## config.mk

```make
export PLATFORM = sky130hd
export DESIGN_NAME = vram_row_arbiter
export DESIGN_NICKNAME = d
export VERILOG_FILES = /design/src/rtl/vram_row_arbiter.sv
export SDC_FILE = /design/constraint.sdc
export NUM_CORES = 2
export LEC_CHECK = 0
export ABC_CLOCK_PERIOD_IN_PS = 42800
export CAP_MARGIN = 20
export CORE_AREA = 10 10 530 403
export CTS_BUF_LIST = sky130_fd_sc_hd__clkbuf_8
export CTS_CLUSTER_SIZE = 16
export DETAILED_ROUTE_END_ITERATION = 12
export DIE_AREA = 0 0 540 413
export PLACE_DENSITY = 0.55
export SLEW_MARGIN = 20
export SYNTH_ARGS = -nofsm -noshare
export SYNTH_HDL_FRONTEND = slang
export SYNTH_SLANG_ARGS = --single-unit
```

## constraint.sdc

```tcl
create_clock -name i_clk -period 42.8 [get_ports i_clk]
set_input_delay 8.56 -clock i_clk [delete_from_list [all_inputs] [get_ports i_clk]]
set_output_delay 8.56 -clock i_clk [all_outputs]
set_load 0.02 [all_outputs]
```

## src/rtl/vram_row_arbiter.sv

```systemverilog
// vram_row_arbiter: shares one VRAM port between CPU accesses and per-text-row prefetches
// into a pair of 20-word line buffers (active/back) that swap at the end of a raster line.
// Optional: define VRAM_ARB_STALL_STATS_EN to count CPU cycles stalled behind a prefetch.
`timescale 1ns/1ps
module vram_row_arbiter (
  input  logic        i_clk,
  input  logic        i_rst,
  input  logic [9:0]  i_draw_x,
  input  logic [9:0]  i_draw_y,
  input  logic        i_cpu_req,
  input  logic        i_cpu_we,
  input  logic [3:0]  i_cpu_be,
  input  logic [9:0]  i_cpu_addr,
  input  logic [31:0] i_cpu_wdata,
  output logic        o_cpu_ack,
  output logic [31:0] o_cpu_rdata,
  output logic [9:0]  o_vram_addr,
  output logic        o_vram_we,
  output logic [3:0]  o_vram_be,
  output logic [31:0] o_vram_wdata,
  input  logic [31:0] i_vram_rdata,
  output logic [31:0] o_char_word,
  output logic        o_fetch_busy,
  output logic [15:0] o_cpu_stall_cnt
);

  typedef enum logic [1:0] {IDLE, CPU_RD, FETCH, DRAIN} state_t;

  state_t      r_state, w_state_next;
  logic        r_sel;          // which buffer is active for display
  logic        r_swap_pend;    // a completed fetch waits for end of line
  logic        r_wr_ack;       // write ack, one cycle after issue
  logic        r_ack_q;        // ack seen last cycle: ignore cpu_req once more
  logic [4:0]  r_row;
  logic [4:0]  r_word;
  logic [31:0] r_buf [2][20];

  logic        w_trigger;
  logic [4:0]  w_trig_row;
  logic        w_cpu_serve;
  logic        w_back;
  logic [9:0]  w_fetch_base;

  // Last scanline of a text row (or of the frame) kicks off the next row's fetch
  assign w_trigger = (i_draw_x == 10'd640) &&
                     (((i_draw_y[3:0] == 4'hF) && (i_draw_y < 10'd479)) ||
                      (i_draw_y == 10'd524));
  // drawY < 479 on the row path, so bit 9 is always clear there
  assign w_trig_row   = (i_draw_y == 10'd524) ? 5'd0 : (i_draw_y[8:4] + 5'd1);
  assign w_back       = ~r_sel;
  assign w_fetch_base = {5'd0, r_row} * 10'd20;

  assign o_cpu_ack    = r_wr_ack | (r_state == CPU_RD);
  assign o_cpu_rdata  = (r_state == CPU_RD) ? i_vram_rdata : 32'd0;
  assign o_fetch_busy = (r_state == FETCH) || (r_state == DRAIN);
  assign w_cpu_serve  = i_cpu_req && !o_cpu_ack && !r_ack_q && !i_rst;
  assign o_char_word  = (i_draw_x < 10'd640) ? r_buf[r_sel][i_draw_x[9:5]] : 32'd0;

  // Next-state and VRAM port drive; the prefetch trigger always beats a CPU request
  always_comb begin
    w_state_next = r_state;
    o_vram_addr  = 10'd0;
    o_vram_we    = 1'b0;
    o_vram_be    = 4'd0;
    o_vram_wdata = 32'd0;
    unique case (r_state)
      IDLE: begin
        if (w_trigger) begin
          w_state_next = FETCH;
        end else if (w_cpu_serve) begin
          o_vram_addr = i_cpu_addr;
          if (i_cpu_we) begin
            o_vram_we    = 1'b1;
            o_vram_be    = i_cpu_be;
            o_vram_wdata = i_cpu_wdata;
          end else begin
            o_vram_be    = 4'hF;
            w_state_next = CPU_RD;
          end
        end
      end
      CPU_RD: w_state_next = w_trigger ? FETCH : IDLE;
      FETCH: begin
        o_vram_addr = w_fetch_base + {5'd0, r_word};
        o_vram_be   = 4'hF;
        if (r_word == 5'd19) w_state_next = DRAIN;
      end
      DRAIN: w_state_next = IDLE;
    endcase
  end

  // State, handshake flags, fetch bookkeeping and line buffers
  always_ff @(posedge i_clk or posedge i_rst) begin
    if (i_rst) begin
      r_state     <= IDLE;
      r_sel       <= 1'b0;
      r_swap_pend <= 1'b0;
      r_wr_ack    <= 1'b0;
      r_ack_q     <= 1'b0;
      r_row       <= 5'd0;
      r_word      <= 5'd0;
      for (int i = 0; i < 20; i++) begin
        r_buf[0][i] <= 32'd0;
        r_buf[1][i] <= 32'd0;
      end
    end else begin
      r_state  <= w_state_next;
      r_ack_q  <= o_cpu_ack;
      r_wr_ack <= (r_state == IDLE) && !w_trigger && w_cpu_serve && i_cpu_we;
      if (w_trigger && ((r_state == IDLE) || (r_state == CPU_RD))) r_row <= w_trig_row;
      r_word <= (r_state == FETCH) ? r_word + 5'd1 : 5'd0;
      // Read data lags its address by one cycle
      if ((r_state == FETCH) && (r_word != 5'd0)) begin
        r_buf[w_back][r_word - 5'd1] <= i_vram_rdata;
      end else if (r_state == DRAIN) begin
        r_buf[w_back][19] <= i_vram_rdata;
      end
      if (r_state == DRAIN) begin
        r_swap_pend <= 1'b1;
      end else if ((i_draw_x == 10'd799) && r_swap_pend) begin
        r_sel       <= ~r_sel;
        r_swap_pend <= 1'b0;
      end
    end
  end

`ifdef VRAM_ARB_STALL_STATS_EN
  logic [15:0] r_stall_cnt;

  // Saturating count of cycles the CPU waits behind a prefetch
  always_ff @(posedge i_clk or posedge i_rst) begin
    if (i_rst) begin
      r_stall_cnt <= 16'd0;
    end else if (i_cpu_req && o_fetch_busy && (r_stall_cnt != 16'hFFFF)) begin
      r_stall_cnt <= r_stall_cnt + 16'd1;
    end
  end

  assign o_cpu_stall_cnt = r_stall_cnt;
`else
  assign o_cpu_stall_cnt = 16'd0;
`endif

endmodule

```

==> results.cfg <==
[run_status]
status = completed

[clock_tree]
clockRootBuffer = clkbuf_8
cts_setup_buffers = 0
htreeDepth = 4
cts_num_sinks = 1296
clockBufferDepth = 3
cts_tree = yes
clock_latency_ns = 0.94
ctsResizeCount = 0
cts_buffers = 200
cts_hold_buf = 0
clk_pin_slew_ns = 0.06

[synth]
yosys-mux-area-fraction = 0.3699
synth.avg_cell_area_um2 = 15.15
ys_top_cells_by_count = 1296 x dfrtp_1, 1171 x mux2_2, 251 x mux4_2
yosysTopAreaCell = dfrtp_1
syn_inst = 3996
yosys.area_share.simple = 0.02143
yosys.area_share.adder = 0.004174
synth-xor-area-share = 0.002025
ys_async_sr_fraction = 1.000
synth_compound_area_frac = 0.03339
synth-main-ff-cell = dfrtp_1
synth_cell_type_count = 64
synth-edff-count = 0
synth.most_common_cell = dfrtp_1
synth_top_family_by_area = multiplexers
ys_seq_area_frac = 0.5356
syn-cell-area_mm2 = 0.06055
post-synth-top-area-fraction = 0.5356
synth-seq-cells = 1296
ys_warn_count = 0
synthTopCellsByArea = dfrtp_1 54%, mux2_2 22%, mux4_2 9.3%

[placement]
hpwl_um = 102200
portBuffers = 214
dpl.cell_count = 6629
place_congestion = 0.7402

[route]
drc_errors = 0
dr.pass1.iters = 5
avgRoutedWirePerCell_um = 27.25
dr.first_iter.drc_count = 2651
ant_nets = 0
viasPerCell = 5.181
vias = 36200
wl_um = 190500

[setup_path]
cpMostUsedCell = buf_4
arrival_ns = 12.95
worstPathRequired_ns = 34.24
cp_max_fo = 84
path_delay_family = buffers and inverters
critical-path-max-stage-delay_ns = 0.81
crit_chain = buf_8 -> buf_4 -> buf_4 -> nor2_1 -> o2111ai_2 -> buf_4 -> and4_1 -> and2_1 -> clkdlybuf4s50_1
crit_type = in2out
end_kind = output pin
crit_slowest_cell = buf_4
crit_buf_inv = 5
cp-start-kind = primary input

[sta]
final-setup-viol-count = 0
relSlewSlack = 0.2242
hold_viol = 0
maxSlewViolCount = 0
fin_crit_ns = 21.51
fin_crit_sh = 0.5027
final.setup_skew_ns = 0.04144
rsz0062_at_grt = no
worst_pin_slew_ns = 1.160
timing.setup.tns_ns = 0
fmax_ghz = 0.04648

[global_route]
grt_max_degree = 167
grt_antenna_before_repair = 8
grt_pass1_wl_um = 276200
grt_overflow_total = 0
grt_util_all_layers = 0.1667
grt_pass1_vias = 37490

[cells_and_area]
multi_input_area_mm2 = 0.02643
area_growth_pct = 14.78
seqCellArea_mm2 = 0.03244
fill_cells = 19780
fin_cells = 6988
finalNetCount = 4251
drive_gt1_frac = 0.4645

[power_and_ir_drop]
p_clk_frac = 0.425
p_int_mw = 1.871
power_density_mw_per_mm2 = 36.11
combinationalPowerShare = 0.074
max-vdd-ir-drop_v = 0.00002809
p_sw_uw = 638.6
p_leak_nw = 31.93
pwr-share-seq = 0.501
swShare = 0.2545

[floorplan]
die_w_um = 540
ios = 231
design.core.area_mm2 = 0.2036
die_h_um = 413
dieArea_mm2 = 0.2230
initial_core_util = 0.2974
rows = 144

[worst_hold_path]
hold_path_class = reg2reg

[flow_run]
drv_cap = 0
==> registers in the layout (all words and copies together), names as in the netlist <==
name / flops
r_ack_q: 1
r_buf: 1280
r_row: 5
r_sel: 1
r_state: 2
r_swap_pend: 1
r_word: 5
r_wr_ack: 1
==> layer usage <==
layer  part of all wire  vias to the layer above  GRT usage
li1                   -                    15090          -
met1               0.47                    19850     0.2391
met2               0.45                     1000     0.2582
met3              0.054                      259    0.02983
met4              0.024                        2    0.04707
met5           0.000068                        -          0
==> stage by stage <==
step / area [µm²] / util / power [mW] / setup slack [ns] / hold WS (ns)
2_1_floorplan: 60610 / - / 1.399 / 16.32 / 0.4524
3_3_place_gp: 65420 / 0.3213 / 1.465 / 21.30 / 0.4656
3_5_place_dp: 65420 / 0.3213 / 1.467 / 21.23 / 0.4714
4_1_cts: 69490 / 0.3413 / 2.541 / 21.22 / 0.4864
5_1_grt: 69500 / 0.3414 / 2.609 / 20.95 / 0.5038
6_report: 69500 / 0.3414 / 2.510 / 21.29 / 0.4845
==> kinds of logic (layout without fill, tap and decap cells) <==
group           after synthesis  in the layout
simple gates                230            230
fa+ha+maj                    19             19
xor+xnor                     14             14
compound gates              272            272
flops                      1296           1296
buf+inv                     439            712
other cells                   1             19
mux                        1725           1725
==> power groups by stage <==
stage | logic [mW] | clock network [mW] | registers, mW
4_1_cts | 0.189 | 1.10 | 1.26
5_1_grt | 0.201 | 1.15 | 1.26
3_3_place_gp | 0.187 | 0 | 1.28
6_report | 0.186 | 1.07 | 1.26
3_5_place_dp | 0.189 | 0 | 1.28
2_1_floorplan | 0.120 | 0 | 1.28
==> final timing paths <==
check	endpoint	depth (start not counted)	startpoint	slack (ns)
worst min-delay path	r_buf[609]	1	r_buf[609]	0.48
worst min register to register	r_buf[609]	1	r_buf[609]	0.48
worst max-delay path	o_vram_wdata[21]	9	i_draw_x[5]	21.29
worst max register to register	r_buf[893]	9	r_sel	36.71
max in group asynchronous	r_buf[580]	7	i_rst	30.38
min in group asynchronous	r_buf[349]	2	i_rst	8.11
==> cell usage in the layout (no fill, tap or decap), drive strengths merged, types with 4 or more instances in the layout <==
master / instances
o21ai: 16
nor2: 40
or3: 9
xnor2: 13
a221o: 4
a221oi: 13
mux2: 1300
dfrtp: 1296
clkdlybuf4s50: 207
o221ai: 24
clkinv: 17
a211oi: 13
a2111oi: 20
clkinvlp: 6
inv: 93
nand2b: 7
buf: 131
mux4: 251
a22oi: 20
mux2i: 174
nand2: 29
nor2b: 10
a21oi: 45
nand4: 14
conb: 16
clkbuf: 255
a311oi: 5
nor3: 13
ha: 17
o32ai: 20
nand3: 21
o22ai: 29
a31oi: 10
and2: 68
a22o: 33
==> layout make-up <==
class                           instances  area share
Antenna cell                            3   0.0001080
Tap cell                             2701     0.04862
Clock inverter                        101    0.008047
Sequential cell                      1296      0.4667
Multi-Input combinational cell       2276      0.3802
Inverter                               18    0.001026
Timing Repair Buffer                  338     0.04481
Clock buffer                          255     0.05050
No activity file was read; power rests on OpenSTA's default activity.
